### src/rtl/mem_stage.sv
// Memory-access pipeline stage: takes one instruction from EX, runs
// loads/stores over a req/ack data-memory handshake with a hang timeout,
// and registers the MEM/WB fields for the write-back mux.
module mem_stage #(
  parameter int unsigned TIMEOUT = 15
) (
  input  logic        clk,
  input  logic        rst_n,
  input  logic        ex_valid,
  output logic        ex_ready,
  input  logic        ex_memread,
  input  logic        ex_memwrite,
  input  logic        ex_memtoreg,
  input  logic        ex_regwrite,
  input  logic [2:0]  ex_rd,
  input  logic [15:0] ex_alu_result,
  input  logic [15:0] ex_store_data,
  output logic        dmem_req,
  output logic        dmem_we,
  output logic [15:0] dmem_addr,
  output logic [15:0] dmem_wdata,
  input  logic [15:0] dmem_rdata,
  input  logic        dmem_ack,
  output logic        wb_valid,
  output logic        wb_memtoreg,
  output logic        wb_regwrite,
  output logic [2:0]  wb_rd,
  output logic [15:0] wb_rd_data_mem,
  output logic [15:0] wb_rd_data_alu,
  output logic        dmem_err
);

  typedef enum logic {IDLE, ACCESS} state_t;

  localparam logic [7:0] TIMEOUT_W = 8'(TIMEOUT);

  state_t      state_q, state_d;
  logic [7:0]  cnt_q, cnt_d;
  logic [7:0]  cnt_inc;
  logic        dmem_req_q, dmem_req_d;
  logic        dmem_we_q, dmem_we_d;
  logic [15:0] dmem_addr_q, dmem_addr_d;
  logic [15:0] dmem_wdata_q, dmem_wdata_d;
  logic        cap_memtoreg_q, cap_memtoreg_d;
  logic        cap_regwrite_q, cap_regwrite_d;
  logic [2:0]  cap_rd_q, cap_rd_d;
  logic        wb_valid_q, wb_valid_d;
  logic        wb_memtoreg_q, wb_memtoreg_d;
  logic        wb_regwrite_q, wb_regwrite_d;
  logic [2:0]  wb_rd_q, wb_rd_d;
  logic [15:0] wb_mem_q, wb_mem_d;
  logic [15:0] wb_alu_q, wb_alu_d;
  logic        dmem_err_q, dmem_err_d;

  assign cnt_inc = cnt_q + 8'd1;

  // Next-state and next-output decode; every register holds unless changed.
  always_comb begin
    state_d        = state_q;
    cnt_d          = cnt_q;
    dmem_req_d     = dmem_req_q;
    dmem_we_d      = dmem_we_q;
    dmem_addr_d    = dmem_addr_q;
    dmem_wdata_d   = dmem_wdata_q;
    cap_memtoreg_d = cap_memtoreg_q;
    cap_regwrite_d = cap_regwrite_q;
    cap_rd_d       = cap_rd_q;
    wb_valid_d     = 1'b0;
    wb_memtoreg_d  = wb_memtoreg_q;
    wb_regwrite_d  = wb_regwrite_q;
    wb_rd_d        = wb_rd_q;
    wb_mem_d       = wb_mem_q;
    wb_alu_d       = wb_alu_q;
    dmem_err_d     = dmem_err_q;
    case (state_q)
      IDLE: begin
        if (ex_valid) begin
          if (ex_memread || ex_memwrite) begin
            // Write takes priority when both read and write are set.
            state_d        = ACCESS;
            cnt_d          = 8'd0;
            dmem_req_d     = 1'b1;
            dmem_we_d      = ex_memwrite;
            dmem_addr_d    = ex_alu_result;
            dmem_wdata_d   = ex_store_data;
            cap_memtoreg_d = ex_memtoreg;
            cap_regwrite_d = ex_regwrite;
            cap_rd_d       = ex_rd;
          end else begin
            wb_valid_d    = 1'b1;
            wb_memtoreg_d = ex_memtoreg;
            wb_regwrite_d = ex_regwrite;
            wb_rd_d       = ex_rd;
            wb_alu_d      = ex_alu_result;
          end
        end
      end
      ACCESS: begin
        if (dmem_ack) begin
          // Ack wins over a timeout landing on the same edge.
          state_d       = IDLE;
          dmem_req_d    = 1'b0;
          wb_valid_d    = 1'b1;
          wb_memtoreg_d = cap_memtoreg_q;
          wb_regwrite_d = cap_regwrite_q;
          wb_rd_d       = cap_rd_q;
          wb_alu_d      = dmem_addr_q;
          if (!dmem_we_q) begin
            wb_mem_d = dmem_rdata;
          end
        end else if (cnt_inc == TIMEOUT_W) begin
          // Hung access: retire harmlessly and flag the error.
          state_d       = IDLE;
          cnt_d         = cnt_inc;
          dmem_req_d    = 1'b0;
          dmem_err_d    = 1'b1;
          wb_valid_d    = 1'b1;
          wb_memtoreg_d = cap_memtoreg_q;
          wb_regwrite_d = 1'b0;
          wb_rd_d       = cap_rd_q;
          wb_alu_d      = dmem_addr_q;
          wb_mem_d      = 16'h0000;
        end else begin
          cnt_d = cnt_inc;
        end
      end
      default: state_d = IDLE;
    endcase
  end

  // State and output registers with asynchronous clear.
  always_ff @(posedge clk or negedge rst_n) begin
    if (!rst_n) begin
      state_q        <= IDLE;
      cnt_q          <= 8'd0;
      dmem_req_q     <= 1'b0;
      dmem_we_q      <= 1'b0;
      dmem_addr_q    <= 16'h0000;
      dmem_wdata_q   <= 16'h0000;
      cap_memtoreg_q <= 1'b0;
      cap_regwrite_q <= 1'b0;
      cap_rd_q       <= 3'd0;
      wb_valid_q     <= 1'b0;
      wb_memtoreg_q  <= 1'b0;
      wb_regwrite_q  <= 1'b0;
      wb_rd_q        <= 3'd0;
      wb_mem_q       <= 16'h0000;
      wb_alu_q       <= 16'h0000;
      dmem_err_q     <= 1'b0;
    end else begin
      state_q        <= state_d;
      cnt_q          <= cnt_d;
      dmem_req_q     <= dmem_req_d;
      dmem_we_q      <= dmem_we_d;
      dmem_addr_q    <= dmem_addr_d;
      dmem_wdata_q   <= dmem_wdata_d;
      cap_memtoreg_q <= cap_memtoreg_d;
      cap_regwrite_q <= cap_regwrite_d;
      cap_rd_q       <= cap_rd_d;
      wb_valid_q     <= wb_valid_d;
      wb_memtoreg_q  <= wb_memtoreg_d;
      wb_regwrite_q  <= wb_regwrite_d;
      wb_rd_q        <= wb_rd_d;
      wb_mem_q       <= wb_mem_d;
      wb_alu_q       <= wb_alu_d;
      dmem_err_q     <= dmem_err_d;
    end
  end

  assign ex_ready       = (state_q == IDLE);
  assign dmem_req       = dmem_req_q;
  assign dmem_we        = dmem_we_q;
  assign dmem_addr      = dmem_addr_q;
  assign dmem_wdata     = dmem_wdata_q;
  assign wb_valid       = wb_valid_q;
  assign wb_memtoreg    = wb_memtoreg_q;
  assign wb_regwrite    = wb_valid_q & wb_regwrite_q;
  assign wb_rd          = wb_rd_q;
  assign wb_rd_data_mem = wb_mem_q;
  assign wb_rd_data_alu = wb_alu_q;
  assign dmem_err       = dmem_err_q;

endmodule
### config.mk
export PLATFORM = sky130hd
export DESIGN_NAME = mem_stage
export DESIGN_NICKNAME = d
export VERILOG_FILES = /design/src/rtl/mem_stage.sv
export SDC_FILE = /design/constraint.sdc
export NUM_CORES = 1
export LEC_CHECK = 0
export ABC_AREA = 1
export BUFFER_PORTS_ARGS = -buffer_cell sky130_fd_sc_hd__clkbuf_2
export CELL_PAD_IN_SITES_DETAIL_PLACEMENT = 1
export CELL_PAD_IN_SITES_GLOBAL_PLACEMENT = 1
export CORE_MARGIN = 2
export CORE_UTILIZATION = 35
export DETAILED_ROUTE_END_ITERATION = 16
export MAX_ROUTING_LAYER = met4
export PLACE_DENSITY_LB_ADDON = 0.25
export RECOVER_POWER = 50
export SLEW_MARGIN = 10
export SYNTH_ARGS = -nofsm -noshare
export SYNTH_HDL_FRONTEND = slang
export SYNTH_SLANG_ARGS = --single-unit
### constraint.sdc
create_clock -name clk -period 3.8 [get_ports clk]
set_input_delay 0.76 -clock clk [delete_from_list [all_inputs] [get_ports clk]]
set_output_delay 0.76 -clock clk [all_outputs]
set_load 0.03 [all_outputs]
# After elaboration in Yosys (flattened, before gate mapping)
# Index checks and enable logic that the tools add are counted.
dict set report totals {
  regBits 87
  latch_bits 0
  ram_bits 0
  romBits 0
  input_bits 59
  output_inout_bits 74
  word_cells 76
  n_memories 0
}
dict set report op_classes {
  n_addsub 1
  mul 0
  n_div 0
  order_cmp 0
  eq_ne 7
  n_shift 0
  n_mux 41
  bitwise_logic 3
  reduce_logical 8
}
# operator n
set op_table {}
lappend op_table {{2-to-1 mux 16 bit} 7}
lappend op_table {{one-hot mux 16 bit (2 select lines)} 1}
lappend op_table {{2-to-1 mux 8 bit} 3}
lappend op_table {{2-to-1 mux 1 bit} 19}
lappend op_table {{AND reduction 3 bit} 6}
lappend op_table {{one-hot mux 8 bit (2 select lines)} 1}
lappend op_table {{2-to-1 mux 3 bit} 4}
lappend op_table {{one-hot mux 1 bit (2 select lines)} 5}
lappend op_table {{adder 8 x 1 -> 8 bit, second input constant} 1}
lappend op_table {{== test 8 x 4 -> 1 bit, second input constant} 1}
lappend op_table {{inequality test 2 bit, second input constant} 4}
lappend op_table {{one-hot mux 3 bit (2 select lines)} 1}
lappend op_table {{inequality test 3 x 2 -> 1 bit, second input constant} 1}
lappend op_table {{inequality test 2 x 1 -> 1 bit, second input constant} 1}
lappend op_table {{NOT 1 bit} 2}
lappend op_table {{nonzero test 2 bit} 1}
lappend op_table {{bitwise AND 1 bit} 1}
lappend op_table {{logical OR 1 bit} 1}

# Logic depth before layout (Yosys ltp)
dict set report logic_depth {
  word_depth 5
  ltp_mapped 11
}

# Worst setup path after synthesis
# OpenSTA, ideal clock, no wires.
dict set report synth_timing {
  kind {input-to-reg}
  startpoint {input dmem_ack}
  endpoint {register wb_mem_q[10], in the netlist wb_rd_data_mem[10]}
  setup_ps 117
  arrival_time_ps 1809
  t_required_ps 3683
  slack_ps 1873
  path_stages 7
  n_path_buf 3
  path_cell_list {buf_2 -> nand2_1 -> or2_2 -> clkbuf_1 -> buf_1 -> nand3_1 -> nand2_1}
}
dict set report synth_between {
  elab_chain_len 2
  word_cells_on_any_way 4
}
# element line
set synth_lines {}
lappend synth_lines {{start, declared} 23} ;# input logic dmem_ack,
lappend synth_lines {{inequality test 2 bit (no source line) or nonzero test 2 bit (tied branches)} --}
lappend synth_lines {{AND reduction 3 bit (no source line)} --}
lappend synth_lines {{end signal, assigned} 164} ;# wb_mem_q <= wb_mem_d;
lappend synth_lines {{end, declared} 51} ;# logic [15:0] wb_mem_q, wb_mem_d;
# Several ways; a longest one is shown, not always the timed one.
# A chain may end at the register's enable or synchronous reset.

# Worst setup path in the final report
dict set report layout_timing {
  startpoint {input dmem_ack}
  endpoint {register wb_alu_q[10], in the netlist wb_rd_data_alu[10]}
}
dict set report layout_between {
  elab_chain_len 2
  word_cells_on_any_way 4
}
# element line
set layout_lines {}
lappend layout_lines {{inequality test 3 x 2 -> 1 bit (no source line) or 2-to-1 mux 16 bit (tied branches)} --}
lappend layout_lines {{AND reduction 3 bit (no source line) or one-hot mux 16 bit (2 select lines) (tied branches)} --}
lappend layout_lines {{end signal, assigned} 165} ;# wb_alu_q <= wb_alu_d;
lappend layout_lines {{end, declared} 52} ;# logic [15:0] wb_alu_q, wb_alu_d;
# Several ways; a longest one is shown, not always the timed one.

==> impl.org <==
** Critical path
- STA classifies the critical path endpoint as a register.
- Grouping stages by cell kind, the critical path spends the most delay in simple AND/OR/NAND/NOR gates.
- Worst setup SP type :: input port
- Crit Path Max Fanout :: 22
- Among the stages of the critical path, the cell type that occurs most often is sky130_fd_sc_hd__nand2_1.
- Critical path's slowest cell :: sky130_fd_sc_hd__inv_1
- Required time of the worst setup path :: 4.02 ns
- For this run, the slowest stage of the critical path takes 0.55 ns.
- The worst setup path is of the in -> reg kind.
- Worst endpoint data arrival time :: 2.52 ns
- Buffers & Inverters on Critical Path :: 2
- Ordered cell list for the critical path :: clkbuf_2 > nand2_1 > o31ai_1 > inv_1 > nand2_2 > nand2_1 > nand2_1

** Power
- In this run, the combinational gates consume 32.4% of the power.
- Switching component of the power :: 1.280 mW
- Worst voltage drop across the vdd grid :: 314.0 µV
- Seq pwr share :: 40.6%
- In this run the power density over the cells is 655.0 nW/µm².
- Of the total power, the clock network draws 27.0%.
- Total leakage power :: 2.690 nW
- Fraction of power spent switching nets :: 39.35%
- Cell internal power was estimated by the tool at 1.973 mW.

** Synthesis
- Net count after synthesis :: 518
- The synthesized netlist contains 26 unique library cells.
- Sorting the synthesized cells by how often they occur yields sky130_fd_sc_hd__nand2_1 (149), sky130_fd_sc_hd__dfrtp_1 (87), sky130_fd_sc_hd__inv_1 (52), sky130_fd_sc_hd__o21ai_0 (49), sky130_fd_sc_hd__nand3_1 (48).
- In this run the mean area of a mapped cell was 8.668 µm².
- Synthesized cell area :: 3961 µm²
- Leading register cell type out of synthesis :: sky130_fd_sc_hd__dfrtp_1
- Post-synthesis cell type with the largest combined area :: sky130_fd_sc_hd__dfrtp_1
- Sequential cell area fraction in the yosys report :: 54.96%
- Leading cell type by number of instances after synthesis :: sky130_fd_sc_hd__nand2_1
- Yosys mapped a number of flops with a built-in enable equal to 0.
- After synthesis the netlist holds a flip-flop and latch count of 87.
- Share of Yosys cell area claimed by the top area cell type :: 54.96%
- By area the synthesized netlist is led by sky130_fd_sc_hd__dfrtp_1 (55%), sky130_fd_sc_hd__nand2_1 (14%), sky130_fd_sc_hd__o21ai_0 (6.2%).
- In the synthesized netlist the async set-or-reset flop fraction comes to 100.0%.
- Count of warnings emitted by yosys :: 0
- Counting every instance in the synthesized netlist gives 457.

** Global routing
- Wire length of the first global-routing pass :: 17920 µm
- Total global-route track usage :: 19.73%
- For this run the aggregate overflow at the end of global routing stands at 0.
- Antenna violations before repair :: 0
- The number of global-route vias before repair was 3617.
- Entering global routing, the biggest net connects 48 pins.

** Final layout
- Antenna fix cells :: 0
- Fillers :: 1370
- At the end of the flow, the number of nets in the layout was 643.
- Area growth from synthesis to final layout :: 25.39%
- Of the cells placed in the final design, the portion with a size suffix greater than 1 is 25.38%.

** Clock network
- H-tree Lvls :: 3
- The number of gates resized after CTS was 0.
- Hold buffer count at cts :: 0
- Clock-pin slew on the worst setup and hold paths :: 0.07 ns
- # clock sinks :: 87
- The clock reaches the later pin of the worst-skew pair after 0.34 ns.
- TritonCTS built the clock tree.
- Number of buffers created by CTS :: 9
- Root Driver :: sky130_fd_sc_hd__clkbuf_16
- Post-CTS timing repair inserted 0 buffers for setup.
- Clock Path Buffers :: 2

** STA
- Number of max-slew violations in the final report :: 0
- Part of the cycle the worst path needs :: 60.69%
- Setup violations remaining at the end of the flow were counted as 0.
- RSZ-0062 raised after global routing :: no
- Sum of negative setup slack :: 0 ns
- Relative max-transition margin :: 20.68%
- The tightest hold path in the finished design has a slack of 0.4329 ns.
- Max Clk Rate :: 0.4336 GHz
- The clock arrives with 0.009523 ns of skew.
- Min cycle time layout :: 2.306 ns
- The number of hold violations in the final report is 0.
- Worst Max-Slew Pin Slew :: 1.190 ns

** Route
- In this run the remaining antenna-violating nets after routing total 0.
- The first detailed-routing pass ran for 4 iterations.
- Number of remaining DRC errors :: 0
- Total via count in the routed design :: 3430
- After detailed routing, the total wire length is 10880 µm.
- Average routed wire per standard cell :: 14.96 µm
- In the routed layout, each cell is associated on average with a via count of 4.718.
- After the first detailed-routing iteration, the DRC count stood at 182.

** Floorplanning
- Area of the core :: 10940 µm²
- Die extent in x :: 110.4 µm
- Measured along the y axis, the die boundary spans 110.4 µm.
- Die Footprint :: 12180 µm²
- Number of top-level pins :: 133
- Effective utilization at floorplan :: 36.22%
- Count of standard-cell rows :: 38

** Outcome
- Status :: finished, final reports clean

** Worst hold path
- The tightest min-delay check is of the in -> async type.

** Job
- Total of max-cap violations :: 0

** Placed design
- Detailed placement finished with a half-perimeter wire length of 7924 µm.
- Global placer's final weighted congestion :: 0.7701
- Buffers placed on the I/O ports in this run total 132.
-- layout by cell type (no fill, tap or decap), drive strengths merged --
master and instances:
inv 52, o22ai 1, dfrtp 87, ha 2
o21ai 50, bufinv 1, nor2 8, clkinv 1
or2 1, o21bai 1, nand2 161, clkbuf 146
nand4 4, o31ai 1, clkinvlp 1, nand3 49
buf 4, mux2 17
-- metrics by stage --
step           util [%]  total power, mW  setup slack, ns  instance area (µm²)  std cells
3_5_place_dp      43.24            2.437            1.124                 4728        711
6_report          45.42            3.253            1.494                 4967        727
3_3_place_gp      43.24            2.400            1.224                 4728        711
5_1_grt           45.42            3.462            1.250                 4967        727
2_1_floorplan         -            2.042            1.873                 3961        457
4_1_cts           45.92            3.331            1.473                 5021        727
-- power by group through the flow --
| stage | sequential (mW) | clock (mW) | combinational [mW] |
|---|---|---|---|
| finish | 1.32 | 0.878 | 1.06 |
| global route | 1.35 | 0.952 | 1.16 |
| CTS | 1.32 | 0.904 | 1.10 |
| detailed placement | 1.34 | 0 | 1.10 |
| global placement | 1.33 | 0 | 1.07 |
| floorplan | 1.71 | 0 | 0.329 |
-- kinds of logic after synthesis --
kind of cell,Yosys count,synth area share (%)
and+or+nand+nor,223,24.92
AOI/OAI and AO/OA,53,6.854
buffers and inverters,75,7.801
DFF,87,54.96
adders and majority gates,2,0.6316
muxes,17,4.833
-- per-layer routing --
layer	wire length, µm	part of all wire (%)	track usage, %
met5	0	0	-
met4	105	0.97	5.089
met3	458	4.2	3.762
met2	5306	49	32.47
met1	5004	46	25.15
-- path summary, 6_finish.rpt --
check                                startpoint                        endpoint  slack (ns)  cells after the start
min in group clk           dmem_err$_DFFE_PN0P_            dmem_err$_DFFE_PN0P_        0.47                      2
max                                    dmem_ack  wb_rd_data_alu[10]$_DFFE_PN0P_        1.49                      7
max in group asynchronous                 rst_n        dmem_addr[5]$_DFFE_PN0P_        1.86                      2
max reg2reg                cnt_q[1]$_DFFE_PN0P_  wb_rd_data_alu[10]$_DFFE_PN0P_        1.55                     11
min                                       rst_n            cnt_q[6]$_DFFE_PN0P_        0.43                      1
min reg2reg                dmem_err$_DFFE_PN0P_            dmem_err$_DFFE_PN0P_        0.47                      2
-- layout make-up --
class                      instances  area (µm²)  share of cell area [%]
tap                              140       175.2                   3.526
clock inverter                     3       42.54                  0.8564
timing repair buffer             137       646.9                   13.02
clock buffer                      13       250.2                   5.038
sequential                        87        2177                   43.83
inverter                          52       195.2                   3.929
multi-input combinational        295        1480                   29.80
-- sequential cells by signal, summed over array words and instances (netlist names) --
name,flops
wb_rd_data_mem,16
dmem_req,1
cap_rd_q,3
wb_valid,1
wb_regwrite_q,1
cnt_q,8
wb_memtoreg,1
dmem_wdata,16
wb_rd_data_alu,16
dmem_err,1
dmem_addr,16
state_q,1
wb_rd,3
dmem_we,1
cap_regwrite_q,1
cap_memtoreg_q,1
Power figures use the tool's default switching activity.
